[config.mk]
export PLATFORM = sky130hd
export DESIGN_NAME = ql_ser_rx
export DESIGN_NICKNAME = d
export VERILOG_FILES = /design/src/rtl/ql_ser_pkg.sv /design/src/rtl/ql_fifo_sync.sv /design/src/rtl/ql_ser_rx.sv
export SDC_FILE = /design/constraint.sdc
export NUM_CORES = 1
export LEC_CHECK = 0
export CORE_ASPECT_RATIO = 0.5
export CORE_MARGIN = 2
export CORE_UTILIZATION = 65
export CTS_BUF_LIST = sky130_fd_sc_hd__clkbuf_4
export CTS_CLUSTER_DIAMETER = 200
export CTS_CLUSTER_SIZE = 12
export DETAILED_ROUTE_END_ITERATION = 7
export HOLD_SLACK_MARGIN = 0.05
export PLACE_DENSITY = 0.94
export SYNTH_ARGS = -nofsm -noshare
export SYNTH_HDL_FRONTEND = slang
export SYNTH_SLANG_ARGS = --single-unit
export TNS_END_PERCENT = 20
[constraint.sdc]
create_clock -name clk -period 4.5 [get_ports clk]
set_input_delay 0.45 -clock clk [delete_from_list [all_inputs] [get_ports clk]]
set_output_delay 0.45 -clock clk [all_outputs]
set_load 0.02 [all_outputs]
[src/rtl/ql_ser_pkg.sv]
// Shared definitions for the QL SER1/SER2 serial ports: receiver FSM states,
// the ZX8302 baud table, the divisor computation and the bit-vote helper.
package ql_ser_pkg;

    typedef enum logic [2:0] {
        ST_IDLE  = 3'd0,
        ST_START = 3'd1,
        ST_DATA  = 3'd2,
        ST_STOP  = 3'd3,
        ST_BRK   = 3'd4
    } rx_state_e;

    localparam int unsigned BAUD_TABLE [8] = '{
        32'd19200, 32'd9600, 32'd4800, 32'd2400,
        32'd1200,  32'd600,  32'd300,  32'd75
    };

    localparam int unsigned DIV_W = 32'd15;

    // Clocks per 16x oversample tick, rounded to nearest.
    function automatic logic [DIV_W-1:0] baud_div(input int unsigned clk_hz,
                                                  input logic [2:0] sel);
        int unsigned baud_v;
        baud_v = BAUD_TABLE[sel];
        return DIV_W'((clk_hz + 32'd8 * baud_v) / (32'd16 * baud_v));
    endfunction

    function automatic logic maj3(input logic [2:0] s);
        return (s[0] & s[1]) | (s[0] & s[2]) | (s[1] & s[2]);
    endfunction

endpackage

[src/rtl/ql_fifo_sync.sv]
// Single-clock first-word-fall-through FIFO with wrap-bit pointers.
// A push into a full FIFO completes only when a pop happens on the same clock.
module ql_fifo_sync #(
    parameter int unsigned WIDTH = 32'd8,
    parameter int unsigned DEPTH = 32'd8
) (
    input  logic                       clk,
    input  logic                       reset_n,
    input  logic                       push,
    input  logic [WIDTH-1:0]           din,
    input  logic                       pop,
    output logic [WIDTH-1:0]           dout,
    output logic                       empty,
    output logic [$clog2(DEPTH):0]     level,
    output logic                       drop
);

    localparam int unsigned AW = $clog2(DEPTH);

    logic [WIDTH-1:0] mem_r [DEPTH];
    logic [AW:0]      wptr_r;
    logic [AW:0]      rptr_r;
    logic             full_s;
    logic             do_push_s;
    logic             do_pop_s;

    assign empty     = (wptr_r == rptr_r);
    assign full_s    = (wptr_r[AW] != rptr_r[AW]) && (wptr_r[AW-1:0] == rptr_r[AW-1:0]);
    assign do_pop_s  = pop && !empty;
    assign do_push_s = push && (!full_s || pop);
    assign drop      = push && full_s && !pop;
    assign dout      = mem_r[rptr_r[AW-1:0]];
    assign level     = wptr_r - rptr_r;

    // Storage array write port
    always_ff @(posedge clk or negedge reset_n) begin
        if (!reset_n) begin
            for (int i = 0; i < int'(DEPTH); i++) begin
                mem_r[i] <= '0;
            end
        end else if (do_push_s) begin
            mem_r[wptr_r[AW-1:0]] <= din;
        end
    end

    // Read and write pointer update
    always_ff @(posedge clk or negedge reset_n) begin
        if (!reset_n) begin
            wptr_r <= '0;
            rptr_r <= '0;
        end else begin
            if (do_push_s) begin
                wptr_r <= wptr_r + (AW+1)'(1'b1);
            end
            if (do_pop_s) begin
                rptr_r <= rptr_r + (AW+1)'(1'b1);
            end
        end
    end

endmodule

[src/rtl/ql_ser_rx.sv]
// QL SER1/SER2 8N1 receiver: input synchronizer, 16x tick generator,
// majority-vote frame FSM and an FWFT receive FIFO.
module ql_ser_rx
    import ql_ser_pkg::*;
#(
    parameter int unsigned CLK_HZ     = 32'd21000000,
    parameter int unsigned FIFO_DEPTH = 32'd8
) (
    input  logic                          clk,
    input  logic                          reset_n,
    input  logic [2:0]                    baud_sel,
    input  logic                          rxd,
    input  logic                          rd,
    input  logic                          err_clr,
    output logic [7:0]                    dout,
    output logic                          avail,
    output logic [$clog2(FIFO_DEPTH):0]   level,
    output logic                          frame_err,
    output logic                          overrun,
    output logic                          busy
);

    logic             rx_meta_r;
    logic             rx_sync_r;
    logic             rx_prev_r;
    logic             fall_s;
    logic [2:0]       baud_q_r;
    logic             baud_chg_s;
    logic [DIV_W-1:0] div_s;
    logic [DIV_W-1:0] tick_cnt_r;
    logic             tick_s;
    rx_state_e        state_r;
    rx_state_e        state_nxt_s;
    logic [3:0]       os_r;
    logic [3:0]       os_nxt_s;
    logic [1:0]       samp_r;
    logic [1:0]       samp_nxt_s;
    logic [2:0]       bit_r;
    logic [2:0]       bit_nxt_s;
    logic [7:0]       shift_r;
    logic [7:0]       shift_nxt_s;
    logic             at9_s;
    logic             vote_s;
    logic             push_s;
    logic             ferr_set_s;
    logic             fifo_empty_s;
    logic             drop_s;
    logic             frame_err_r;
    logic             overrun_r;
    logic             busy_r;

    // Two-flop synchronizer plus one history flop for edge detection
    always_ff @(posedge clk or negedge reset_n) begin
        if (!reset_n) begin
            rx_meta_r <= 1'b1;
            rx_sync_r <= 1'b1;
            rx_prev_r <= 1'b1;
        end else begin
            rx_meta_r <= rxd;
            rx_sync_r <= rx_meta_r;
            rx_prev_r <= rx_sync_r;
        end
    end

    assign fall_s = rx_prev_r & ~rx_sync_r;

    // Divisor lookup; every arm folds to a constant
    always_comb begin
        case (baud_sel)
            3'd0:    div_s = baud_div(CLK_HZ, 3'd0);
            3'd1:    div_s = baud_div(CLK_HZ, 3'd1);
            3'd2:    div_s = baud_div(CLK_HZ, 3'd2);
            3'd3:    div_s = baud_div(CLK_HZ, 3'd3);
            3'd4:    div_s = baud_div(CLK_HZ, 3'd4);
            3'd5:    div_s = baud_div(CLK_HZ, 3'd5);
            3'd6:    div_s = baud_div(CLK_HZ, 3'd6);
            3'd7:    div_s = baud_div(CLK_HZ, 3'd7);
            default: div_s = baud_div(CLK_HZ, 3'd0);
        endcase
    end

    assign baud_chg_s = (baud_sel != baud_q_r);
    assign tick_s     = (tick_cnt_r == DIV_W'(0)) && !baud_chg_s;

    // Oversample tick down-counter, reloaded on wrap or rate change
    always_ff @(posedge clk or negedge reset_n) begin
        if (!reset_n) begin
            baud_q_r   <= 3'd0;
            tick_cnt_r <= '0;
        end else begin
            baud_q_r <= baud_sel;
            if (baud_chg_s || (tick_cnt_r == DIV_W'(0))) begin
                tick_cnt_r <= div_s - DIV_W'(1);
            end else begin
                tick_cnt_r <= tick_cnt_r - DIV_W'(1);
            end
        end
    end

    // Oversample position within the bit and the first two vote samples
    always_comb begin
        os_nxt_s   = os_r;
        samp_nxt_s = samp_r;
        if (state_r == ST_IDLE) begin
            os_nxt_s = 4'd0;
        end else if (tick_s) begin
            os_nxt_s = os_r + 4'd1;
            if (os_r == 4'd7) begin
                samp_nxt_s[1] = rx_sync_r;
            end else if (os_r == 4'd8) begin
                samp_nxt_s[0] = rx_sync_r;
            end else begin
                samp_nxt_s = samp_r;
            end
        end else begin
            os_nxt_s = os_r;
        end
    end

    assign at9_s  = tick_s && (os_r == 4'd9);
    assign vote_s = maj3({samp_r, rx_sync_r});

    // Frame FSM next state, data shift and push/error strobes
    always_comb begin
        state_nxt_s = state_r;
        bit_nxt_s   = bit_r;
        shift_nxt_s = shift_r;
        push_s      = 1'b0;
        ferr_set_s  = 1'b0;
        if (baud_chg_s) begin
            state_nxt_s = ST_IDLE;
        end else begin
            case (state_r)
                ST_IDLE: begin
                    if (fall_s) begin
                        bit_nxt_s   = 3'd0;
                        state_nxt_s = ST_START;
                    end else begin
                        state_nxt_s = ST_IDLE;
                    end
                end
                ST_START: begin
                    if (at9_s) begin
                        state_nxt_s = vote_s ? ST_IDLE : ST_DATA;
                    end else begin
                        state_nxt_s = ST_START;
                    end
                end
                ST_DATA: begin
                    if (at9_s) begin
                        shift_nxt_s = {vote_s, shift_r[7:1]};
                        bit_nxt_s   = bit_r + 3'd1;
                        state_nxt_s = (bit_r == 3'd7) ? ST_STOP : ST_DATA;
                    end else begin
                        state_nxt_s = ST_DATA;
                    end
                end
                ST_STOP: begin
                    if (at9_s) begin
                        if (vote_s) begin
                            push_s      = 1'b1;
                            state_nxt_s = ST_IDLE;
                        end else begin
                            ferr_set_s  = 1'b1;
                            state_nxt_s = ST_BRK;
                        end
                    end else begin
                        state_nxt_s = ST_STOP;
                    end
                end
                // Hold here through a break so it yields one error, not a stream of 0x00
                ST_BRK: begin
                    if (rx_sync_r) begin
                        state_nxt_s = ST_IDLE;
                    end else begin
                        state_nxt_s = ST_BRK;
                    end
                end
                default: state_nxt_s = ST_IDLE;
            endcase
        end
    end

    // FSM and datapath registers
    always_ff @(posedge clk or negedge reset_n) begin
        if (!reset_n) begin
            state_r <= ST_IDLE;
            os_r    <= 4'd0;
            samp_r  <= 2'b11;
            bit_r   <= 3'd0;
            shift_r <= 8'h00;
            busy_r  <= 1'b0;
        end else begin
            state_r <= state_nxt_s;
            os_r    <= os_nxt_s;
            samp_r  <= samp_nxt_s;
            bit_r   <= bit_nxt_s;
            shift_r <= shift_nxt_s;
            busy_r  <= (state_nxt_s != ST_IDLE);
        end
    end

    // Sticky error flags; a new event beats a simultaneous clear
    always_ff @(posedge clk or negedge reset_n) begin
        if (!reset_n) begin
            frame_err_r <= 1'b0;
            overrun_r   <= 1'b0;
        end else begin
            if (ferr_set_s) begin
                frame_err_r <= 1'b1;
            end else if (err_clr) begin
                frame_err_r <= 1'b0;
            end
            if (drop_s) begin
                overrun_r <= 1'b1;
            end else if (err_clr) begin
                overrun_r <= 1'b0;
            end
        end
    end

    ql_fifo_sync #(
        .WIDTH (32'd8),
        .DEPTH (FIFO_DEPTH)
    ) u_fifo (
        .clk     (clk),
        .reset_n (reset_n),
        .push    (push_s),
        .din     (shift_r),
        .pop     (rd),
        .dout    (dout),
        .empty   (fifo_empty_s),
        .level   (level),
        .drop    (drop_s)
    );

    assign avail     = !fifo_empty_s;
    assign frame_err = frame_err_r;
    assign overrun   = overrun_r;
    assign busy      = busy_r;

endmodule
==> results_dict.tcl, run 1 <==
set metrics [dict create \
    vdd_drop_max_uv 258 \
    setup_violations 0 \
    synth-adder-area-share_pct 3.65 \
    drt-total-wl_mm 12.9 \
    cts-root-buf "clkbuf_4" \
    numCtsBuffers 17 \
    synth_top_area_share_pct 46.6 \
    worst_pin_slew_ps 992 \
    grt_setup_unrepaired "no" \
    power_density_nw_per_um2 379 \
    fmax_mhz 291 \
    synth_area_leaders "dfrtp_1 (47%), mux2_2 (8.5%), mux4_2 (6.0%), nand2_1 (4.2%), mux2_4 (4.0%)" \
    wl_per_cell_um 19.8 \
    synthArstFlopShare_pct 100 \
    slew_viol_final 0 \
    dieArea_um2 10000 \
    via_per_inst 6.27 \
    initial_utilization_pct 67.8 \
    min_path_type "in2async" \
    first_pass_iters 5 \
    die_w_um 139 \
    grt_antenna_before_repair 0 \
    multi_input_area_um2 2870 \
    fin_crit_sh_pct 76.3 \
    maxSlewHeadroom_pct 33.9 \
    wl_met2_mm 6.51 \
    ioPinCount 24 \
    end_kind "output pin" \
    hpwlAfterDp_mm 8.43 \
    path_max_fanout 11 \
    leakagePower_nw 3.10 \
    synthSimpleGateAreaFrac_pct 14.7 \
    drt_iter0_drc 425 \
    yosysSeqAreaShare_pct 48.8 \
    post_cts_buffers 0 \
    ys_seq_elements 116 \
    io_buffers 23 \
    cts_resized 0 \
    synth.most_common_cell "dfrtp_1" \
    netlist-cell-type-count 61 \
    synthMuxAreaShare_pct 20.4 \
    grt_pass1_wl_mm 21.9 \
    syn_inst 501 \
    clockBufferDepth 2 \
    cts_tree "built" \
    dr_wl_met3_um 670 \
    highest_layer "met4" \
    yosys_warnings 0 \
    die_h_um 71.7 \
    fin_nets 549 \
    synth_top_area_cell "dfrtp_1" \
    crit_required_ps 4050 \
    grt_max_degree 79 \
    place_congestion 0.986 \
    placed_cells 623 \
    fillCellCount 531 \
    fin_skew_ps 16.1 \
    synth_edf_count 0 \
    synth_common_cells "dfrtp_1 (111), nand2_1 (66), mux2_2 (45)" \
    synth_top_family_by_area "multiplexers" \
    drcViolationCount 0 \
    path_class "reg2out" \
    synth_ff_type "dfrtp_1" \
    min_period_ps 3440 \
    synth_compound_area_share_pct 5.58 \
    grt_overflow 0 \
    area_growth_pct 10.1 \
    grtUsageTotal_pct 28.9 \
    synth_area_um2 5970 \
    clk_latency_ps 540 \
    clock_sinks 116 \
    arrival_ps 2990 \
    drive_gt1_share_pct 24.6 \
    setup_tns_ps 0 \
    vias 4098 \
    max_cap_viol_count 0 \
    core_um2 8800 \
    n_antenna_cell 0 \
    hold_violations 0 \
    synthXorXnorAreaFrac_pct 3.82 \
    area.sequential_um2 2910 \
    fin_cells 654 \
    outcome "finished, final reports clean" \
    cts.hold.buffers_added 0 \
    cts.clk_slew.worst_paths_ps 100 \
    rows 24 \
    worstSetupStartpointType "flop" \
    synth_area_per_cell_um2 11.9 \
    ff2ff_path_depth 8 \
    grt_pass1_vias 4309 \
    drtAntennaViolNets 0 \
    met1Wirelength_mm 5.29 \
    syn-num-nets 525 \
    cts-htree-levels 4 \
]
final cells by class:
class	count	share of cell area, %
flip-flops and latches	116	44.3
inverters	17	0.972
multi-input cells	345	43.7
clock inverters	11	2.44
repair buffers	28	4.04
clock buffers	20	2.29
well taps	117	2.23
cell families (layout without fill, tap and decap cells):
family          count (synthesis)  in the layout
simple gates                  163            163
flops                         116            116
mux                            87             87
compound gates                 52             52
buf+inv                        40             76
xor+xnor                       26             26
fa+ha+maj                      17             17
routing by layer:
layer,up-vias,track usage (%)
met4,0,14.7
li1,1830,-
met3,40,7.02
met1,2081,35.7
met5,-,0
met2,147,48.9
worst max-delay path, cell delays in order, from the launching register on:
cell,delay [ps]
dfrtp_1,630
clkinv_1,410
ha_1,460
a21oi_1,180
xnor2_1,140
clkdlybuf4s50_1,630
power breakdown:
part	total, mW	internal (mW)	switching, mW
sequential	1.13	1.08	0.0475
clock	0.849	0.450	0.399
combinational	0.512	0.214	0.298
final timing paths:
kind,start,end,slack [ps]
max,u_fifo.rptr_r[2]$_DFFE_PN0P_,level[3],1060
min,reset_n,baud_q_r[2]$_DFF_PN0_,80
max reg2reg,u_fifo.rptr_r[2]$_DFFE_PN0P_,u_fifo.mem_r[4]$_DFFE_PN0P_,1070
min reg2reg,rx_meta_r$_DFF_PN1_,rx_sync_r$_DFF_PN1_,370
max in group asynchronous,reset_n,u_fifo.mem_r[49]$_DFFE_PN0P_,3370
min in group clk,rxd,rx_meta_r$_DFF_PN1_,320
per-stage QoR:
step	cell area (um2)	utilization, %	setup WS [ps]	hold slack [ps]	power (mW)
detailed placement	6260	71.1	974	355	1.66
floorplan	5970	-	1440	154	1.49
finish	6570	74.6	1060	82.5	2.49
CTS	6570	74.6	1070	93.6	2.49
global placement	6260	71.1	1110	346	1.65
global route	6570	74.6	894	141	2.60
cells in the final DEF (no fill, tap or decap), drive strengths merged, types with 12 or more instances in the layout:
cell type	instances
nand2	68
nand3	12
ha	15
clkdlybuf4s50	22
mux4	16
clkbuf	20
nor2	29
a21oi	15
xnor2	18
dfrtp	111
inv	16
mux2	68
flip-flops by register name, summed over array words and instances (netlist names):
signal	cells
samp_r	2
os_r	4
rx_prev_r	1
u_fifo.rptr_r	4
baud_q_r	3
tick_cnt_r	15
u_fifo.mem_r	64
busy	1
frame_err	1
u_fifo.wptr_r	4
overrun	1
shift_r	8
state_r	3
rx_sync_r	1
bit_r	3
rx_meta_r	1
(Power assumes the default switching activity.)
==> run 2: changes to the inputs <==
Settings changed: CORE_UTILIZATION 65 to 63, PLACE_DENSITY 0.94 to 0.92.
Clock period 4.5 ns to 3.2 ns, I/O delays scaled along.
==> results_dict.tcl, run 2 (synthesized netlist as in run 1, its figures left out) <==
set metrics [dict create \
    p_clk_share_pct 29.1 \
    cts.clk_slew.worst_paths_ps 100 \
    io_buffers 23 \
    intPower_mw 2.24 \
    drcViolationCount 0 \
    fin_skew_ps 18.9 \
    min_path_type "in2reg" \
    rr_endpoint "u_fifo.mem_r[49]$_DFFE_PN0P_" \
    rrSetupSlack_ps 10 \
    holdCritStartpoint "rxd" \
    layout_commonest_cell "dfrtp_1" \
    path_max_fanout 8 \
    cts-root-buf "clkbuf_4" \
    critPathTopFamily "simple AND/OR/NAND/NOR gates" \
    arrival_ps 3600 \
    vdd_drop_max_uv 321 \
    power.switching_mw 1.09 \
    power_frac_comb_pct 23.5 \
    rows 25 \
    cp_slowest_stage_delay_ps 660 \
    dieArea_um2 10300 \
    hold_end "rx_meta_r$_DFF_PN1_" \
    ioPinCount 24 \
    clk_latency_ps 530 \
    numCtsBuffers 17 \
    cts-htree-levels 4 \
    fillCellCount 583 \
    crit_required_ps 3610 \
    core_um2 9320 \
    path_class "reg2reg" \
    grt_antenna_before_repair 0 \
    grt_pass1_wl_mm 20.8 \
    reg_top3 "u_fifo.mem_r: 64 flops, tick_cnt_r: 15 flops, shift_r: 8 flops" \
    end_kind "flop" \
    die_w_um 142 \
    postLayoutSetupSlackWorst_ps 10.1 \
    min_period_ps 3190 \
    setup_violations 0 \
    hpwlAfterDp_mm 8.52 \
    max_cap_viol_count 0 \
    hold_violations 0 \
    worstSetupStartpointType "flop" \
    slew_viol_final 0 \
    ff2ff_path_depth 7 \
    clock_sinks 116 \
    leakagePower_nw 3.18 \
    vias 4187 \
    maxSlewHeadroom_pct 52.1 \
    regMostFlops "u_fifo.mem_r" \
    cp_slowest_cell "or4_1" \
    reg2reg_from "tick_cnt_r[13]$_DFF_PN0_" \
    cts_tree "built" \
    post-place-ws_ps 65.3 \
    drive_gt1_share_pct 27.6 \
    drt_iter0_drc 328 \
    fin_cells 679 \
    p_seq_share_pct 47.4 \
    power_density_nw_per_um2 498 \
    n_antenna_cell 0 \
    worst_pin_slew_ps 710 \
    placed_cells 644 \
    fin_crit_sh_pct 99.7 \
    via_per_inst 6.17 \
    place_congestion 0.920 \
    die_h_um 72.8 \
    clockBufferDepth 2 \
    grt_setup_unrepaired "yes" \
    fmax_mhz 313 \
    grt_pass1_vias 4161 \
    largest_reg_flops 64 \
    grt_max_degree 90 \
    grtUsageTotal_pct 26.7 \
    outcome "finished, final reports clean" \
    hold-path-cell-count 1 \
    fin_nets 569 \
    crit_buf_inv 1 \
    wl_per_cell_um 18.6 \
    final_util_pct 71.7 \
    cp_cell_sequence "or4_1, or4_4, nor4_4, buf_4, nand2_4, nor3_4, mux2_2" \
    mostFrequentLayoutCells "dfrtp_1 (111), nand2_1 (66), mux2_2 (45)" \
    drtAntennaViolNets 0 \
    first_pass_iters 5 \
    grt_overflow 0 \
    area_growth_pct 12.0 \
    initial_utilization_pct 64.0 \
    drt-total-wl_mm 12.7 \
    sw_frac_of_total_pct 32.7 \
]
-- run 2: cell types whose count changed in the layout (fill, tap and decap cells not counted), sizes merged --
cell,delta
inv,+2
clkinvlp,-1
buf,+19
clkinv,+5
clkbuf,-2
bufinv,-3
dlygate4sd3,+1
-- run 2: power by group through the flow --
stage	Clock [mW]	Combinational, mW	Sequential [mW]
final	0.970	0.781	1.58
after global routing	1.06	0.841	1.58
after CTS	0.981	0.778	1.58
after detailed placement	0	0.774	1.60
after global placement	0	0.755	1.60
after floorplan	0	0.498	1.59
-- run 2: stage by stage --
stage	hold slack, ps	total power, mW	cell area (um2)	TNS, ps
floorplan	24.4	2.09	5970	0
global placement	261	2.35	6400	0
detailed placement	272	2.38	6400	0
CTS	156	3.33	6660	0
global route	161	3.49	6680	-63.6
finish	196	3.33	6680	0
-- run 2: cell type report --
class                   instances  area (um2)  share of cell area (%)
repair buffers                 48         430                    6.44
clock buffers                  18         135                    2.02
well taps                     121         151                    2.27
clock inverters                14         113                    1.68
inverters                      17        63.8                   0.955
multi-input cells             345        2880                    43.1
flip-flops and latches        116        2910                    43.5
-- run 2: worst max path at each step --
stage                                      start                            to  depth (start not counted)
floorplan           u_fifo.rptr_r[1]$_DFFE_PN0P_  u_fifo.mem_r[40]$_DFFE_PN0P_                         11
global placement         tick_cnt_r[4]$_DFF_PN0_  u_fifo.mem_r[25]$_DFFE_PN0P_                          7
detailed placement      tick_cnt_r[13]$_DFF_PN0_  u_fifo.mem_r[49]$_DFFE_PN0P_                          7
CTS                     tick_cnt_r[13]$_DFF_PN0_  u_fifo.mem_r[24]$_DFFE_PN0P_                          7
global route             tick_cnt_r[4]$_DFF_PN0_  u_fifo.mem_r[48]$_DFFE_PN0P_                          7
finish                  tick_cnt_r[13]$_DFF_PN0_  u_fifo.mem_r[49]$_DFFE_PN0P_                          7
-- run 2: repair_timing --
item / CTS / global route
endpoints found under the setup margin: 0 / 15
gates resized for setup: 0 / 2
hold buffers: 1 / 0
setup buffers: 0 / 2
endpoints found under the hold margin: 27 / 0
-- run 2: per-layer routing --
metal,wire length (um),up-vias,track usage [%]
met1,5610,2123,35.7
li1,-,1890,-
met4,198,0,9.33
met3,656,21,6.69
met5,0,-,0
met2,6180,153,43.6
